## config.mk

```make
export PLATFORM = sky130hd
export DESIGN_NAME = control_unit_flat
export DESIGN_NICKNAME = d
export VERILOG_FILES = /design/src/rtl/proc_pkg.sv /design/src/rtl/control_unit_if.sv /design/src/rtl/control_unit_program_counter.sv /design/src/rtl/control_unit.sv /design/src/flat_wrapper.sv
export SDC_FILE = /design/constraint.sdc
export NUM_CORES = 1
export LEC_CHECK = 0
export BUFFER_PORTS_ARGS = -buffer_cell sky130_fd_sc_hd__buf_2
export CORE_AREA = 2 2 90 75
export CTS_BUF_LIST = sky130_fd_sc_hd__clkbuf_2 sky130_fd_sc_hd__clkbuf_4 sky130_fd_sc_hd__clkbuf_8
export DETAILED_ROUTE_END_ITERATION = 12
export DIE_AREA = 0 0 92 77
export PLACE_DENSITY = 0.77
export SYNTH_ARGS = -nofsm -noshare
export SYNTH_HDL_FRONTEND = slang
export SYNTH_SLANG_ARGS = --single-unit
export TNS_END_PERCENT = 100
```

## constraint.sdc

```tcl
create_clock -name clk -period 2.5 [get_ports clk]
set_input_delay 0.25 -clock clk [delete_from_list [all_inputs] [get_ports clk]]
set_output_delay 0.25 -clock clk [all_outputs]
set_load 0.05 [all_outputs]
```

## src/rtl/proc_pkg.sv

```systemverilog
// Shared encodings for the 6-instruction processor: opcodes, controller states,
// and the W_data / ALU select codes that the operational block also decodes.
package proc_pkg;

   typedef enum logic [3:0] {
      OP_LOAD  = 4'd0,
      OP_STORE = 4'd1,
      OP_ADD   = 4'd2,
      OP_LOADC = 4'd3,
      OP_SUB   = 4'd4,
      OP_JMPZ  = 4'd5
   } opcode_e;

   typedef enum logic [3:0] {
      ST_INIT     = 4'd0,
      ST_FETCH    = 4'd1,
      ST_DECODE   = 4'd2,
      ST_LOAD     = 4'd3,
      ST_STORE    = 4'd4,
      ST_ADD      = 4'd5,
      ST_LOADC    = 4'd6,
      ST_SUB      = 4'd7,
      ST_JMPZ     = 4'd8,
      ST_JMPZ_YES = 4'd9
   } state_e;

   typedef enum logic [1:0] {
      RF_S_ALU   = 2'b00,
      RF_S_DREG  = 2'b01,
      RF_S_WDATA = 2'b10
   } rf_s_e;

   typedef enum logic [1:0] {
      ALU_BYPASS = 2'b00,
      ALU_ADD    = 2'b01,
      ALU_SUB    = 2'b10
   } alu_s_e;

   // Opcodes 6..15 fall through to FETCH, i.e. they execute as NOPs.
   function automatic state_e state_for_op(input logic [3:0] op);
      case (op)
         OP_LOAD:  return ST_LOAD;
         OP_STORE: return ST_STORE;
         OP_ADD:   return ST_ADD;
         OP_LOADC: return ST_LOADC;
         OP_SUB:   return ST_SUB;
         OP_JMPZ:  return ST_JMPZ;
         default:  return ST_FETCH;
      endcase
   endfunction

endpackage

```

## src/rtl/control_unit_if.sv

```systemverilog
// Bus between the controller and instruction memory, data memory and the
// operational block (RF, ALU, W_data mux).
interface control_unit_if #(
   parameter int WIDTH    = 16,
   parameter int PC_WIDTH = 16,
   parameter int REGBITS  = 4,
   parameter int DBITS    = 8
);
   logic [WIDTH-1:0]    i_data;
   logic                rf_rp_zero;
   logic [PC_WIDTH-1:0] i_addr;
   logic                i_rd;
   logic [DBITS-1:0]    d_addr;
   logic                d_rd;
   logic                d_wr;
   logic [DBITS-1:0]    rf_w_data;
   logic [REGBITS-1:0]  rf_w_addr;
   logic                rf_w_wr;
   logic [REGBITS-1:0]  rf_rp_addr;
   logic                rf_rp_rd;
   logic [REGBITS-1:0]  rf_rq_addr;
   logic                rf_rq_rd;
   logic [1:0]          rf_s;
   logic [1:0]          alu_s;

   modport master (
      input  i_data, rf_rp_zero,
      output i_addr, i_rd, d_addr, d_rd, d_wr,
             rf_w_data, rf_w_addr, rf_w_wr,
             rf_rp_addr, rf_rp_rd, rf_rq_addr, rf_rq_rd,
             rf_s, alu_s
   );

   modport slave (
      output i_data, rf_rp_zero,
      input  i_addr, i_rd, d_addr, d_rd, d_wr,
             rf_w_data, rf_w_addr, rf_w_wr,
             rf_rp_addr, rf_rp_rd, rf_rq_addr, rf_rq_rd,
             rf_s, alu_s
   );
endinterface

```

## src/rtl/control_unit_program_counter.sv

```systemverilog
// Program counter: clear, increment, or relative load of PC + sext(offset) - 1.
// All arithmetic wraps modulo 2^PC_WIDTH.
module program_counter #(
   parameter int PC_WIDTH = 16,
   parameter int DBITS    = 8
) (
   input  logic                clk,
   input  logic                reset,
   input  logic                i_clr,
   input  logic                i_inc,
   input  logic                i_ld,
   input  logic [DBITS-1:0]    i_offset,
   output logic [PC_WIDTH-1:0] o_pc
);

   logic [PC_WIDTH-1:0] r_pc;
   logic [PC_WIDTH-1:0] w_sext;
   logic [PC_WIDTH-1:0] w_target;

   assign w_sext   = {{(PC_WIDTH-DBITS){i_offset[DBITS-1]}}, i_offset};
   // The -1 undoes the increment already applied during FETCH.
   assign w_target = r_pc + w_sext - PC_WIDTH'(1);

   always_ff @(posedge clk) begin
      if (reset || i_clr) begin
         r_pc <= '0;
      end else if (i_ld) begin
         r_pc <= w_target;
      end else if (i_inc) begin
         r_pc <= r_pc + PC_WIDTH'(1);
      end
   end

   assign o_pc = r_pc;

endmodule

```

## src/rtl/control_unit.sv

```systemverilog
// Multi-cycle sequencer: owns PC and IR, fetches, decodes, and emits one Moore
// control word per state to memories and the operational block.
//
// state       | meaning
// ------------+-------------------------------------------------------
// INIT        | clear PC and IR
// FETCH       | read imem at PC, latch IR, PC+1
// DECODE      | pick execute state from opcode (6..15 -> FETCH)
// LOAD        | RF[a] <= D[k]
// STORE       | D[k] <= RF[a]
// ADD / SUB   | RF[a] <= RF[b] +/- RF[c]
// LOADC       | RF[a] <= k
// JMPZ        | read RF[a]; branch taken if it is zero
// JMPZ_YES    | PC <= PC + sext(k) - 1
module control_unit
   import proc_pkg::*;
#(
   parameter int WIDTH    = 16,
   parameter int PC_WIDTH = 16,
   parameter int REGBITS  = 4,
   parameter int DBITS    = 8
) (
   input  logic            clk,
   input  logic            reset,
   control_unit_if.master  bus
);

   state_e               r_state;
   logic [WIDTH-1:0]     r_ir;

   logic [3:0]           w_op;
   logic [REGBITS-1:0]   w_a;
   logic [REGBITS-1:0]   w_b;
   logic [REGBITS-1:0]   w_c;
   logic [DBITS-1:0]     w_k;
   logic [PC_WIDTH-1:0]  w_pc;

   logic                 w_pc_clr;
   logic                 w_pc_inc;
   logic                 w_pc_ld;

   logic                 w_i_rd;
   logic [DBITS-1:0]     w_d_addr;
   logic                 w_d_rd;
   logic                 w_d_wr;
   logic [DBITS-1:0]     w_rf_w_data;
   logic [REGBITS-1:0]   w_rf_w_addr;
   logic                 w_rf_w_wr;
   logic [REGBITS-1:0]   w_rf_rp_addr;
   logic                 w_rf_rp_rd;
   logic [REGBITS-1:0]   w_rf_rq_addr;
   logic                 w_rf_rq_rd;
   logic [1:0]           w_rf_s;
   logic [1:0]           w_alu_s;

   assign w_op = r_ir[15:12];
   assign w_a  = r_ir[11:8];
   assign w_b  = r_ir[7:4];
   assign w_c  = r_ir[3:0];
   assign w_k  = r_ir[7:0];

   assign w_pc_clr = (r_state == ST_INIT);
   assign w_pc_inc = (r_state == ST_FETCH);
   assign w_pc_ld  = (r_state == ST_JMPZ_YES);

   program_counter #(
      .PC_WIDTH (PC_WIDTH),
      .DBITS    (DBITS)
   ) u_pc (
      .clk      (clk),
      .reset    (reset),
      .i_clr    (w_pc_clr),
      .i_inc    (w_pc_inc),
      .i_ld     (w_pc_ld),
      .i_offset (w_k),
      .o_pc     (w_pc)
   );

   always_ff @(posedge clk) begin
      if (reset) begin
         r_state <= ST_INIT;
         r_ir    <= '0;
      end else begin
         case (r_state)
            ST_INIT: begin
               r_ir    <= '0;
               r_state <= ST_FETCH;
            end
            ST_FETCH: begin
               r_ir    <= bus.i_data;
               r_state <= ST_DECODE;
            end
            ST_DECODE: r_state <= state_for_op(w_op);
            ST_JMPZ:   r_state <= bus.rf_rp_zero ? ST_JMPZ_YES : ST_FETCH;
            default:   r_state <= ST_FETCH;
         endcase
      end
   end

   always_comb begin
      w_i_rd       = 1'b0;
      w_d_addr     = '0;
      w_d_rd       = 1'b0;
      w_d_wr       = 1'b0;
      w_rf_w_data  = '0;
      w_rf_w_addr  = '0;
      w_rf_w_wr    = 1'b0;
      w_rf_rp_addr = '0;
      w_rf_rp_rd   = 1'b0;
      w_rf_rq_addr = '0;
      w_rf_rq_rd   = 1'b0;
      w_rf_s       = RF_S_ALU;
      w_alu_s      = ALU_BYPASS;
      case (r_state)
         ST_FETCH: w_i_rd = 1'b1;
         ST_LOAD: begin
            w_d_addr    = w_k;
            w_d_rd      = 1'b1;
            w_rf_s      = RF_S_DREG;
            w_rf_w_addr = w_a;
            w_rf_w_wr   = 1'b1;
         end
         ST_STORE: begin
            w_d_addr     = w_k;
            w_d_wr       = 1'b1;
            w_rf_rp_addr = w_a;
            w_rf_rp_rd   = 1'b1;
         end
         ST_ADD, ST_SUB: begin
            w_rf_rp_addr = w_b;
            w_rf_rp_rd   = 1'b1;
            w_rf_rq_addr = w_c;
            w_rf_rq_rd   = 1'b1;
            w_alu_s      = (r_state == ST_ADD) ? ALU_ADD : ALU_SUB;
            w_rf_s       = RF_S_ALU;
            w_rf_w_addr  = w_a;
            w_rf_w_wr    = 1'b1;
         end
         ST_LOADC: begin
            w_rf_w_data = w_k;
            w_rf_s      = RF_S_WDATA;
            w_rf_w_addr = w_a;
            w_rf_w_wr   = 1'b1;
         end
         ST_JMPZ: begin
            w_rf_rp_addr = w_a;
            w_rf_rp_rd   = 1'b1;
         end
         default: ;
      endcase
   end

   // Reset kills every strobe immediately so an interrupted execute state writes nothing.
   assign bus.i_addr     = w_pc;
   assign bus.i_rd       = w_i_rd     & ~reset;
   assign bus.d_addr     = w_d_addr;
   assign bus.d_rd       = w_d_rd     & ~reset;
   assign bus.d_wr       = w_d_wr     & ~reset;
   assign bus.rf_w_data  = w_rf_w_data;
   assign bus.rf_w_addr  = w_rf_w_addr;
   assign bus.rf_w_wr    = w_rf_w_wr  & ~reset;
   assign bus.rf_rp_addr = w_rf_rp_addr;
   assign bus.rf_rp_rd   = w_rf_rp_rd & ~reset;
   assign bus.rf_rq_addr = w_rf_rq_addr;
   assign bus.rf_rq_rd   = w_rf_rq_rd & ~reset;
   assign bus.rf_s       = w_rf_s;
   assign bus.alu_s      = w_alu_s;

endmodule
```

## src/flat_wrapper.sv

```systemverilog
// flat-port wrapper written by rule: the top's interface ports become plain ports
module control_unit_flat import proc_pkg::*;
#(
   parameter int WIDTH    = 16,
   parameter int PC_WIDTH = 16,
   parameter int REGBITS  = 4,
   parameter int DBITS    = 8
)
  (clk, reset, bus_i_data, bus_rf_rp_zero, bus_i_addr, bus_i_rd, bus_d_addr, bus_d_rd, bus_d_wr, bus_rf_w_data, bus_rf_w_addr, bus_rf_w_wr, bus_rf_rp_addr, bus_rf_rp_rd, bus_rf_rq_addr, bus_rf_rq_rd, bus_rf_s, bus_alu_s);
  control_unit_if #(.WIDTH(WIDTH), .PC_WIDTH(PC_WIDTH), .REGBITS(REGBITS), .DBITS(DBITS)) bus_i ();
  input  logic clk;
  input  logic reset;
  input wire logic [$bits(bus_i.i_data)-1:0] bus_i_data;
  input wire logic [$bits(bus_i.rf_rp_zero)-1:0] bus_rf_rp_zero;
  output wire logic [$bits(bus_i.i_addr)-1:0] bus_i_addr;
  output wire logic [$bits(bus_i.i_rd)-1:0] bus_i_rd;
  output wire logic [$bits(bus_i.d_addr)-1:0] bus_d_addr;
  output wire logic [$bits(bus_i.d_rd)-1:0] bus_d_rd;
  output wire logic [$bits(bus_i.d_wr)-1:0] bus_d_wr;
  output wire logic [$bits(bus_i.rf_w_data)-1:0] bus_rf_w_data;
  output wire logic [$bits(bus_i.rf_w_addr)-1:0] bus_rf_w_addr;
  output wire logic [$bits(bus_i.rf_w_wr)-1:0] bus_rf_w_wr;
  output wire logic [$bits(bus_i.rf_rp_addr)-1:0] bus_rf_rp_addr;
  output wire logic [$bits(bus_i.rf_rp_rd)-1:0] bus_rf_rp_rd;
  output wire logic [$bits(bus_i.rf_rq_addr)-1:0] bus_rf_rq_addr;
  output wire logic [$bits(bus_i.rf_rq_rd)-1:0] bus_rf_rq_rd;
  output wire logic [$bits(bus_i.rf_s)-1:0] bus_rf_s;
  output wire logic [$bits(bus_i.alu_s)-1:0] bus_alu_s;
  assign bus_i.i_data = bus_i_data;
  assign bus_i.rf_rp_zero = bus_rf_rp_zero;
  assign bus_i_addr = bus_i.i_addr;
  assign bus_i_rd = bus_i.i_rd;
  assign bus_d_addr = bus_i.d_addr;
  assign bus_d_rd = bus_i.d_rd;
  assign bus_d_wr = bus_i.d_wr;
  assign bus_rf_w_data = bus_i.rf_w_data;
  assign bus_rf_w_addr = bus_i.rf_w_addr;
  assign bus_rf_w_wr = bus_i.rf_w_wr;
  assign bus_rf_rp_addr = bus_i.rf_rp_addr;
  assign bus_rf_rp_rd = bus_i.rf_rp_rd;
  assign bus_rf_rq_addr = bus_i.rf_rq_addr;
  assign bus_rf_rq_rd = bus_i.rf_rq_rd;
  assign bus_rf_s = bus_i.rf_s;
  assign bus_alu_s = bus_i.alu_s;
  control_unit #(.WIDTH(WIDTH), .PC_WIDTH(PC_WIDTH), .REGBITS(REGBITS), .DBITS(DBITS)) u_core (.clk(clk), .reset(reset), .bus(bus_i));
endmodule
```

==> impl_metrics.tcl <==
set metrics [dict create \
    maxCapViolCount 0 \
    hp-class "primary input to flop" \
    cts-root-buf "clkbuf_8" \
    crit_chain "inv_2 > ha_4 > inv_4 > ha_4 > inv_2 > fa_2 > nor2b_4 > o2111ai_4 > a2111o_1 > a21o_1 > a31oi_4 > nor3_4" \
    fin_tns_setup_ps -104 \
    vias 3427 \
    core_area_sq_mm 0.00618 \
    h-tree-depth 2 \
    track_usage_pct 26.6 \
    leakagePower_nw 1.87 \
    diodes 0 \
    status "complete, but fails checks" \
    gp_congestion 0.980 \
    grt_use_met3_pct 4.22 \
    cts_sinks 36 \
    dpl.cell_count 582 \
    areaGrowthSynthToFinish_pct 33.1 \
    violations "setup timing" \
    yosys.area_share.adder_pct 13.1 \
    viasPerCell 5.80 \
    fin_util_pct 64.9 \
    synthXorXnorAreaFrac_pct 4.65 \
    final_nets 556 \
    die_y_um 77 \
    async_reset_ff_share_pct 0 \
    yosysTopAreaCell "dfxtp_1" \
    p_total_mw 1.87 \
    clkTransAtPathRegs_ps 80 \
    first_global_vias 3171 \
    yosysMostFrequentCell "inv_1" \
    synth-simple-area-share_pct 24.0 \
    worst_path_max_delay_cell "a2111o_1" \
    ant_nets 0 \
    crit_path_start_kind "flop" \
    final_cell_area_sq_mm 0.00401 \
    synth_compound_area_share_pct 24.6 \
    fmax_mhz 386 \
    grt_antenna_before_repair 0 \
    critPathMaxFanout 3 \
    fin_cells 591 \
    grt_use_met1_pct 36.9 \
    yosysWarnings 0 \
    setup_slack_ps -91.1 \
    synth_edf_count 0 \
    die_width_um 92 \
    synth_mux_area_share_pct 0 \
    initial_utilization_pct 48.8 \
    netlist_area_sq_mm 0.00302 \
    grt_pass1_wl_mm 15.3 \
    dpl.hpwl_mm 7.34 \
    slew_headroom_pct 33.0 \
    fin_crit_sh_pct 104 \
    cts_tree "done" \
    criticalPathCategory "flop to flop" \
    die-area_sq_mm 0.00708 \
    grt_max_degree 29 \
    num_rows 26 \
    setup_viol 2 \
    min_period_ps 2590 \
    grt.met2_usage_pct 43.1 \
    placed_area_sq_mm 0.00379 \
    yosysTopAreaCellShare_pct 23.9 \
    synth_top_family_by_area "compound AO/OA/AOI/OAI gates" \
    yosys_most_used_dff "dfxtp_1" \
    ios 73 \
    cpPeakStageDelay_ps 480 \
    overflow 0 \
    endpoint_kind "flop" \
    place_ws_ps -118 \
    drv_slew 0 \
    holdWs_ps 172 \
    ys_types 55 \
    cts_buffers 5 \
    worstMarginPinSlew_ps 1000 \
    syn_area_per_cell_sq_um 7.47 \
    wl_mm 9.75 \
    drt_first_pass_iters 5 \
    route.detailed.drc 0 \
    cts_buffer_depth 2 \
    wire_per_inst_um 16.5 \
    drt_iter0_drc 200 \
    synth.top_cells.by_count "55 x inv_1, 36 x dfxtp_1, 33 x a21oi_1, 30 x ha_1, 28 x nor2_1" \
    drive_gt1_share_pct 33.5 \
    vdd_drop_max_mv 0.247 \
    postCtsHoldBufs 0 \
    insertion_delay_ps 290 \
    arrival_ps 2780 \
    clock_skew_ps 5.08 \
    ys_ff_latch 36 \
    syn_nets 454 \
    top_usage_layer "met2" \
    hold_viol 0 \
    synth.area.top_cells "dfxtp_1 24%, ha_1 12%, inv_1 6.8%" \
    yosysSeqAreaShare_pct 23.9 \
    critical_path_required_ps 2680 \
    synth_cells 404 \
    io_buffers 72 \
    rsz0062_at_grt "true" \
    p_per_area_mw_per_mm2 465 \
]
[cells in the final DEF, fill, tap and decap left out, drive strengths merged, types with 4 or more instances in the layout]
cell type / Yosys / routed
a31oi: 6 / 6
nor3: 21 / 21
o21bai: 5 / 5
a21oi: 33 / 33
and2: 14 / 14
nor2: 29 / 29
dfxtp: 36 / 36
clkbuf: 15 / 8
a22o: 15 / 15
a221oi: 4 / 4
buf: 4 / 114
xor2: 6 / 6
ha: 30 / 30
nand2: 20 / 20
o21ai: 22 / 22
nor2b: 6 / 6
inv: 55 / 55
xnor2: 10 / 10
nor4: 4 / 4
a21o: 6 / 6
and3: 4 / 4
nand3: 15 / 15
[state kept, by name, summed over array words and instances (netlist names)]
signal and cells:
u_core.r_ir 16, u_core.u_pc.o_pc 16, u_core.r_state 4
[where the power goes]
part | leakage, nW | internal, mW | switching (mW) | total (mW)
Sequential | 0.301 | 0.592 | 0.0174 | 0.609
Combinational | 1.52 | 0.316 | 0.448 | 0.765
Clock | 0.0549 | 0.263 | 0.230 | 0.493
[path summary, 6_finish.rpt]
path | end | start | depth (start not counted) | slack (ps)
worst min-delay path | u_core.r_ir[13] | bus_i_data[13] | 2 | 170
worst max register to register | u_core.u_pc.o_pc[15] | u_core.u_pc.o_pc[1] | 12 | -90
worst max-delay path | u_core.u_pc.o_pc[15] | u_core.u_pc.o_pc[1] | 12 | -90
worst min register to register | u_core.r_ir[15] | u_core.r_ir[15] | 1 | 480
[per-layer routing]
metal,up-vias,part of all wire (%)
met5,-,0
met4,0,1.9
met3,23,8.0
met2,161,46
met1,1617,44
li1,1626,-
[kinds of logic after synthesis]
family                   Yosys count
XOR/XNOR                          16
buffers and inverters             74
AND/OR/NAND/NOR                  135
flip-flops                        36
adder cells (fa/ha/maj)           31
AO/OA/AOI/OAI                    112
[area by class of cell]
| type | instances | area (sq um) |
|---|---|---|
| clock buffers | 8 | 104 |
| fillers | 530 | 2170 |
| inverters | 55 | 209 |
| multi-input cells | 294 | 2170 |
| flip-flops and latches | 36 | 754 |
| well taps | 84 | 105 |
| repair buffers | 114 | 676 |
[critical path, delay by kind of cell, from the launching register on]
family,cells,cell delay (ps)
AOI/OAI and AO/OA,4,1040
adders and majority gates,3,740
buffers and inverters,3,130
DFF,1,350
and+or+nand+nor,2,230
[what timing repair did]
item / CTS / global route
setup buffers: 0 / 1
endpoints found under the setup margin: 2 / 8
pin swaps: 4 / 10
gates resized for setup: 7 / 18
(Power assumes the default switching activity.)
